[config.mk]
export PLATFORM = sky130hd
export DESIGN_NAME = fir_channel_scheduler
export DESIGN_NICKNAME = d
export VERILOG_FILES = /design/src/rtl/fir_channel_scheduler.sv
export SDC_FILE = /design/constraint.sdc
export NUM_CORES = 1
export LEC_CHECK = 0
export ABC_AREA = 0
export CORE_AREA = 2 2 85 87
export DETAILED_ROUTE_END_ITERATION = 8
export DIE_AREA = 0 0 87 89
export HOLD_SLACK_MARGIN = 0.08
export PLACE_DENSITY_LB_ADDON = 0.15
export REMOVE_ABC_BUFFERS = 1
export SYNTH_ARGS = -nofsm -noshare
export SYNTH_HDL_FRONTEND = slang
export SYNTH_SLANG_ARGS = --single-unit
[constraint.sdc]
create_clock -name i_clk -period 3.5 [get_ports i_clk]
set_clock_uncertainty 0.05 [all_clocks]
set_input_delay 0.525 -clock i_clk [delete_from_list [all_inputs] [get_ports i_clk]]
set_output_delay 0.525 -clock i_clk [all_outputs]
set_load 0.005 [all_outputs]
[src/rtl/fir_channel_scheduler.sv]
// Round-robin scheduler sharing one FIR core between NUM_CH channels, with a watchdog on the core's done pulse.
// Latency: grant->start 1 cycle; done->o_dout_valid 1 cycle; handshake->next start 2 cycles.
// Backpressure: the result is held in OUT until i_ready; no new grant is made while a result is pending.
module fir_channel_scheduler #(
  parameter int DATA_WIDTH = 16,
  parameter int NUM_CH     = 4,
  parameter int TIMEOUT    = 64,
  localparam int CH_W      = (NUM_CH > 1) ? $clog2(NUM_CH) : 1
) (
  input  logic                         i_clk,
  input  logic                         i_rst_n,
  input  logic                         i_en,
  input  logic [NUM_CH-1:0]            i_req,
  input  logic [NUM_CH*DATA_WIDTH-1:0] i_sample,
  output logic [NUM_CH-1:0]            o_ack,
  output logic                         o_fir_start,
  output logic [DATA_WIDTH-1:0]        o_fir_din,
  output logic [CH_W-1:0]              o_fir_ch,
  input  logic                         i_fir_done,
  input  logic [DATA_WIDTH-1:0]        i_fir_dout,
  output logic [DATA_WIDTH-1:0]        o_dout,
  output logic [CH_W-1:0]              o_dout_ch,
  output logic                         o_dout_valid,
  input  logic                         i_ready,
  output logic                         o_busy,
  output logic                         o_err
);

  localparam int CNT_W = (TIMEOUT > 1) ? $clog2(TIMEOUT) : 1;

  typedef enum logic [1:0] {
    S_IDLE  = 2'd0,
    S_START = 2'd1,
    S_WAIT  = 2'd2,
    S_OUT   = 2'd3
  } state_t;

  state_t           state;
  logic [CH_W-1:0]  last;
  logic [CNT_W-1:0] cnt;

  logic             grant_found;
  logic [CH_W-1:0]  grant_idx;
  logic [NUM_CH-1:0] grant_onehot;

  // Round-robin search starting just after the last granted channel.
  always_comb begin
    int              idx;
    logic [CH_W-1:0] idx_c;
    grant_found = 1'b0;
    grant_idx   = '0;
    idx         = 0;
    idx_c       = '0;
    for (int i = 1; i <= NUM_CH; i++) begin
      idx   = (int'(last) + i) % NUM_CH;
      idx_c = CH_W'(idx);
      if (!grant_found && i_req[idx_c]) begin
        grant_found = 1'b1;
        grant_idx   = idx_c;
      end
    end
    grant_onehot = {{(NUM_CH-1){1'b0}}, 1'b1} << grant_idx;
  end

  // Job sequencing FSM; every output is a register updated here.
  always_ff @(posedge i_clk or negedge i_rst_n) begin
    if (!i_rst_n) begin
      state        <= S_IDLE;
      last         <= CH_W'(NUM_CH - 1);
      cnt          <= '0;
      o_ack        <= '0;
      o_fir_start  <= 1'b0;
      o_fir_din    <= '0;
      o_fir_ch     <= '0;
      o_dout       <= '0;
      o_dout_ch    <= '0;
      o_dout_valid <= 1'b0;
      o_busy       <= 1'b0;
      o_err        <= 1'b0;
    end else begin
      // Pulses default low and are raised for one cycle only where needed.
      o_ack       <= '0;
      o_fir_start <= 1'b0;
      o_err       <= 1'b0;
      case (state)
        S_IDLE: begin
          if (i_en && grant_found) begin
            o_fir_din   <= i_sample[grant_idx*DATA_WIDTH +: DATA_WIDTH];
            o_fir_ch    <= grant_idx;
            last        <= grant_idx;
            o_ack       <= grant_onehot;
            o_fir_start <= 1'b1;
            o_busy      <= 1'b1;
            state       <= S_START;
          end
        end
        S_START: begin
          // Core done is ignored here; the watchdog starts counting next cycle.
          cnt   <= '0;
          state <= S_WAIT;
        end
        S_WAIT: begin
          if (i_fir_done) begin
            // A done arriving on the final watchdog cycle still wins.
            o_dout       <= i_fir_dout;
            o_dout_ch    <= o_fir_ch;
            o_dout_valid <= 1'b1;
            state        <= S_OUT;
          end else if (cnt == CNT_W'(TIMEOUT - 1)) begin
            // Abort without output; last stays on the failing channel.
            o_err  <= 1'b1;
            o_busy <= 1'b0;
            state  <= S_IDLE;
          end else begin
            cnt <= cnt + 1'b1;
          end
        end
        S_OUT: begin
          if (i_ready) begin
            o_dout_valid <= 1'b0;
            o_busy       <= 1'b0;
            state        <= S_IDLE;
          end
        end
        default: begin
          state  <= S_IDLE;
          o_busy <= 1'b0;
        end
      endcase
    end
  end

  // Invariants on the registered outputs.
  a_ack_onehot: assert property (@(posedge i_clk) disable iff (!i_rst_n) $onehot0(o_ack));
  a_ack_with_start: assert property (@(posedge i_clk) disable iff (!i_rst_n) (o_fir_start == (|o_ack)));
  a_out_hold: assert property (@(posedge i_clk) disable iff (!i_rst_n)
    (o_dout_valid && !i_ready) |=> (o_dout_valid && $stable(o_dout) && $stable(o_dout_ch)));

endmodule

==> results_dict.tcl, run 1 <==
set metrics [dict create \
    slew_headroom_pct 41.5 \
    r2r_slack_ns 1.20 \
    p_sw_mw 1.00 \
    crit_chain "clkdlybuf4s50_1, and3b_2, o32ai_4, buf_4, nand3_1, mux2_2, o211ai_2" \
    cts_tree "built" \
    cp_max_fo 24 \
    wl_mm 7.33 \
    fin_util_pct 66.1 \
    seq_area_frac_synth_pct 45.4 \
    diodes 0 \
    cts_buffers 5 \
    clock-root-buffer "clkbuf_8" \
    drive_gt1_share_pct 18.8 \
    fin_crit_sh_pct 71.7 \
    grt_pass1_wl_mm 12.0 \
    finalSetupViolCount 0 \
    syn-mean-instance-area_sq_um 11.2 \
    power_frac_comb_pct 51.0 \
    vias 2457 \
    p_leak_nw 1.86 \
    dieArea_sq_um 7740 \
    status "finished, final reports clean" \
    core_area_sq_um 6720 \
    hold_violations 0 \
    synth_fa_ha_area_share_pct 2.10 \
    antenna_found_initial 0 \
    cts.clk_slew.worst_paths_ns 0.09 \
    io_buffers 132 \
    ant_nets 0 \
    htreeDepth 2 \
    die_h_um 89 \
    place_congestion 0.760 \
    powerDensity_nw_per_um2 673 \
    period_minus_slack_ns 2.51 \
    syn_area_sq_um 2980 \
    grt_max_degree 33 \
    yosys.area_share.simple_pct 15.2 \
    arrival_ns 2.69 \
    cts_resized 0 \
    reg2reg_from "last[1]" \
    postCtsSetupRepairBufs 0 \
    final_common_cell "clkdlybuf4s50_1" \
    vias_per_cell 5.14 \
    cp_slowest_stage_delay_ns 0.54 \
    synth_xor_xnor_area_share_pct 0.881 \
    pwr-share-seq_pct 35.2 \
    switching_share_pct 33.5 \
    criticalPathCategory "primary input to register" \
    fin_tns_setup_ns 0 \
    tightest_slew_ns 0.878 \
    drc_errors 0 \
    hold_class "primary input to asynchronous set/reset pin" \
    io_pins 133 \
    ys.flop_type "dfrtp_1" \
    maxSlewViolCount 0 \
    routedWlPerCell_um 15.3 \
    synthMuxAreaShare_pct 19.2 \
    crit_slowest_cell "clkdlybuf4s50_1" \
    clkSinkCount 54 \
    synthArstFlopShare_pct 100 \
    max_cap_violations 0 \
    grtUsageTotal_pct 19.9 \
    holdBufCountCts 0 \
    timing.rr.end "o_fir_din[1]" \
    area_growth_pct 48.8 \
    yosys_register_bits 54 \
    synth_cell_types 41 \
    crit_path_start_kind "primary input" \
    path_buf_inv 2 \
    rows 30 \
    synth_top_family_by_area "multiplexers" \
    clk-insertion-delay-late_ns 0.30 \
    clockBufferDepth 2 \
    nets 491 \
    synth_compound_area_share_pct 12.1 \
    start_util_pct 44.4 \
    max-vdd-ir-drop_uv 347 \
    grt_setup_unrepaired "no" \
    drt-initial-drc-count 108 \
    overflow 0 \
    dp.final_hpwl_mm 5.59 \
    drtPass1Iterations 4 \
    p_int_mw 1.99 \
    cp_top_family "buffers and inverters" \
    power_frac_clock_pct 13.8 \
    synth_edf_count 0 \
    final_cell_mix "clkdlybuf4s50_1, dfrtp_1, mux2_2" \
    cp.required_ns 3.68 \
    ys_warn_count 0 \
    ff2ff_path_depth 6 \
    syn_inst 267 \
    clock.fmax_mhz 398 \
    fp.dieW_um 87 \
    critPathCaptureType "register" \
    grt_pass1_vias 2507 \
]
## logic make-up after synthesis
logic type | Yosys count
XOR/XNOR | 3
flip-flops | 54
adder cells (fa/ha/maj) | 5
AND/OR/NAND/NOR | 95
buffers and inverters | 21
multiplexers | 53
AO/OA/AOI/OAI | 36
## metrics by stage
stage	setup slack, ns	instance area (sq um)	total power, mW	hold slack (ns)	std cells
final	0.989	4440	2.99	0.174	478
after global routing	0.866	4440	3.20	0.224	478
after CTS	1.00	4440	3.02	0.182	478
after detailed placement	0.681	4330	2.61	0.423	470
after global placement	0.741	4330	2.56	0.420	470
after floorplan	0.858	2850	1.82	0.179	251
## layout make-up
type	count	area, sq um
repair buffers	139	1370
clock inverters	3	40.0
flip-flops and latches	54	1350
multi-input cells	192	1490
fillers	560	2280
well taps	80	100
inverters	5	18.8
clock buffers	5	68.8
## metal layers
metal  vias to the layer above  track usage [%]  part of all wire, %  routed length (um)
met2                        70             35.9                   52                3810
met3                        10             3.88                  4.6                 339
li1                       1210                -                    -                   -
met4                         0             6.39                  1.9                 139
met1                      1167             23.9                   41                3040
met5                         -                0                    0                   0
## worst max-delay path by stage
| stage | from | to | slack (ns) | cells after the start |
|---|---|---|---|---|
| after floorplan | last[1] | o_fir_din[0] | 0.86 | 4 |
| after global placement | i_req[3] | o_fir_din[9] | 0.74 | 7 |
| after detailed placement | i_req[3] | o_fir_din[1] | 0.68 | 7 |
| after CTS | i_req[3] | o_fir_din[1] | 1.00 | 7 |
| after global routing | i_req[3] | o_fir_din[5] | 0.87 | 7 |
| final | i_req[3] | o_fir_din[1] | 0.99 | 7 |
## power groups by stage
stage / registers [mW] / clock network, mW / logic, mW
after global routing: 1.09 / 0.444 / 1.67
after detailed placement: 1.06 / 0 / 1.54
after floorplan: 1.06 / 0 / 0.760
final: 1.05 / 0.412 / 1.52
after global placement: 1.05 / 0 / 1.51
after CTS: 1.06 / 0.424 / 1.54
## synthesized netlist by cell type, drive strengths merged (2+ instances only)
library cell / count / area share [%]
xor2: 3 / 0.88
buf: 13 / 4.1
nand2: 34 / 4.4
o21ai: 3 / 0.50
dfrtp: 52 / 44
ha: 5 / 2.1
mux2: 34 / 13
nand2b: 4 / 0.84
nor2: 9 / 1.1
nor2b: 4 / 0.84
clkbuf: 3 / 0.38
nand3: 33 / 5.5
inv: 5 / 0.63
o211ai: 16 / 6.7
o21a: 2 / 0.50
mux2i: 19 / 6.4
dfstp: 2 / 1.8
and3: 3 / 0.63
a21oi: 6 / 1.0
## registers in the layout, indices dropped and copies added, names as in the netlist
| name | flops |
|---|---|
| o_dout | 16 |
| o_fir_din | 16 |
| cnt | 6 |
| o_ack | 4 |
| last | 2 |
| o_dout_ch | 2 |
| o_fir_ch | 2 |
| state | 2 |
| o_busy | 1 |
| o_dout_valid | 1 |
| o_err | 1 |
| o_fir_start | 1 |
(Power assumes the default switching activity.)
==> run 2, diff against run 1 <==
--- a/config.mk
+++ b/config.mk
@@ -6,9 +6,9 @@
 export NUM_CORES = 1
 export LEC_CHECK = 0
 export ABC_AREA = 0
-export CORE_AREA = 2 2 85 87
+export CORE_AREA = 2 2 92 94
 export DETAILED_ROUTE_END_ITERATION = 8
-export DIE_AREA = 0 0 87 89
+export DIE_AREA = 0 0 94 96
 export HOLD_SLACK_MARGIN = 0.08
 export PLACE_DENSITY_LB_ADDON = 0.15
 export REMOVE_ABC_BUFFERS = 1
==> constraint.sdc (replaced) <==
create_clock -name i_clk -period 2.2 [get_ports i_clk]
set_clock_uncertainty 0.05 [all_clocks]
set_input_delay 0.33 -clock i_clk [delete_from_list [all_inputs] [get_ports i_clk]]
set_output_delay 0.33 -clock i_clk [all_outputs]
set_load 0.005 [all_outputs]
==> results_dict.tcl, run 2 (synthesis results as in run 1) <==
set metrics [dict create \
    status "finished, final reports clean" \
    place_area_sq_um 4520 \
    final_cell_mix "clkdlybuf4s50_1, dfrtp_1, mux2_2" \
    vias 2540 \
    r2r_slack_ns 0.23 \
    final_common_cell "clkdlybuf4s50_1" \
    io_buffers 132 \
    whs_path_depth 2 \
    min_to "o_fir_din[8]" \
    htreeDepth 2 \
    routedWlPerCell_um 14.7 \
    grt_max_degree 34 \
    arrival_ns 2.16 \
    ant_nets 0 \
    clock-root-buffer "clkbuf_8" \
    wl_mm 7.55 \
    nets 503 \
    hold_violations 0 \
    period_minus_slack_ns 1.97 \
    maxSlewViolCount 0 \
    fin_crit_sh_pct 89.6 \
    clockBufferDepth 2 \
    slew_headroom_pct 64.1 \
    drive_gt1_share_pct 20.7 \
    diodes 0 \
    cp.required_ns 2.39 \
    cts_buffers 5 \
    setup_ws_ns 0.229 \
    grt_pass1_vias 2502 \
    max_cap_violations 0 \
    clock.fmax_mhz 507 \
    crit_start "last[0]" \
    cts.clk_slew.worst_paths_ns 0.10 \
    p_leak_nw 1.94 \
    dieArea_sq_um 9020 \
    clk-insertion-delay-late_ns 0.31 \
    area_growth_pct 55.6 \
    place_congestion 0.765 \
    grtUsageTotal_pct 17.2 \
    vias_per_cell 4.93 \
    timing.rr.end "o_fir_din[1]" \
    drtPass1Iterations 4 \
    nFillCells 710 \
    rows 33 \
    powerDensity_nw_per_um2 1060 \
    finalSetupViolCount 0 \
    clkSinkCount 54 \
    largestRegisters "o_dout x16, o_fir_din x16, cnt x6" \
    tightest_slew_ns 0.539 \
    cts_resized 0 \
    drc_errors 0 \
    overflow 0 \
    criticalPathCategory "register to register" \
    grt_pass1_wl_mm 12.1 \
    grt_setup_unrepaired "no" \
    min_from "o_fir_din[8]" \
    cts_tree "built" \
    crit_path_start_kind "register" \
    fin_tns_setup_ns 0 \
    die_h_um 96 \
    core_area_sq_um 8050 \
    critPathCaptureType "register" \
    reg2reg_from "last[0]" \
    dp.final_hpwl_mm 5.78 \
    holdWs_ns 0.443 \
    ff2ff_path_depth 6 \
    antenna_found_initial 0 \
    cp_max_fo 12 \
    drt-initial-drc-count 77 \
    max-vdd-ir-drop_uv 502 \
    io_pins 133 \
    final_area_sq_um 4640 \
    fp.dieW_um 94 \
    hold_class "register to register" \
    start_util_pct 37.0 \
    pre_cts_ws_ns -0.00549 \
]
## run 2: cell type report
class,instances,area (sq um),area share [%]
Clock buffer,6,72.6,1.56
Clock inverter,2,38.8,0.836
Inverter,5,18.8,0.405
Multi-Input combinational cell,192,1490,32.1
Sequential cell,54,1350,29.2
Tap cell,105,131,2.83
Timing Repair Buffer,151,1540,33.1
## run 2: metrics by stage
step | power (mW) | instances | util, %
final | 4.93 | 515 | 57.6
after global routing | 5.30 | 515 | 57.6
after CTS | 5.01 | 515 | 57.6
after detailed placement | 4.31 | 506 | 56.1
after global placement | 4.27 | 506 | 56.1
after floorplan | 2.90 | 251 | -
## run 2: critical path, cell delays in order, from the launching register on
cell and delay (ns):
dfstp_2 0.60, and3b_2 0.23, o32ai_4 0.33, buf_4 0.25, nand3_1 0.09, mux2_2 0.27
o211ai_2 0.07
## run 2: power breakdown
group | switching, mW | total [mW] | internal [mW]
clock | 0.327 | 0.670 | 0.342
combinational | 1.05 | 2.59 | 1.54
sequential | 0.251 | 1.67 | 1.42
total | 1.62 | 4.93 | 3.30
## run 2: worst max-delay path by stage
stage	cells after the start	end	slack (ns)
2_1_floorplan	4	o_fir_din[0]	-0.44
3_3_place_gp	7	o_fir_din[1]	0.05
3_5_place_dp	7	o_fir_din[7]	-0.005
4_1_cts	6	o_fir_din[1]	0.22
5_1_grt	6	o_fir_din[8]	0.14
6_report	6	o_fir_din[1]	0.23
## run 2: routing by layer
metal / track usage [%] / share of wire [%] / routed length [um]
met4: 5.56 / 2.4 / 178
met1: 21.3 / 42 / 3190
met5: 0 / 0 / 0
met3: 3.68 / 4.9 / 369
met2: 30.1 / 50 / 3810
## run 2: what timing repair did
item | CTS | global route
endpoints found under the setup margin | 0 | 0
buffers inserted | 0 | 0
hold buffers | 1 | 0
endpoints found under the hold margin | 19 | 0
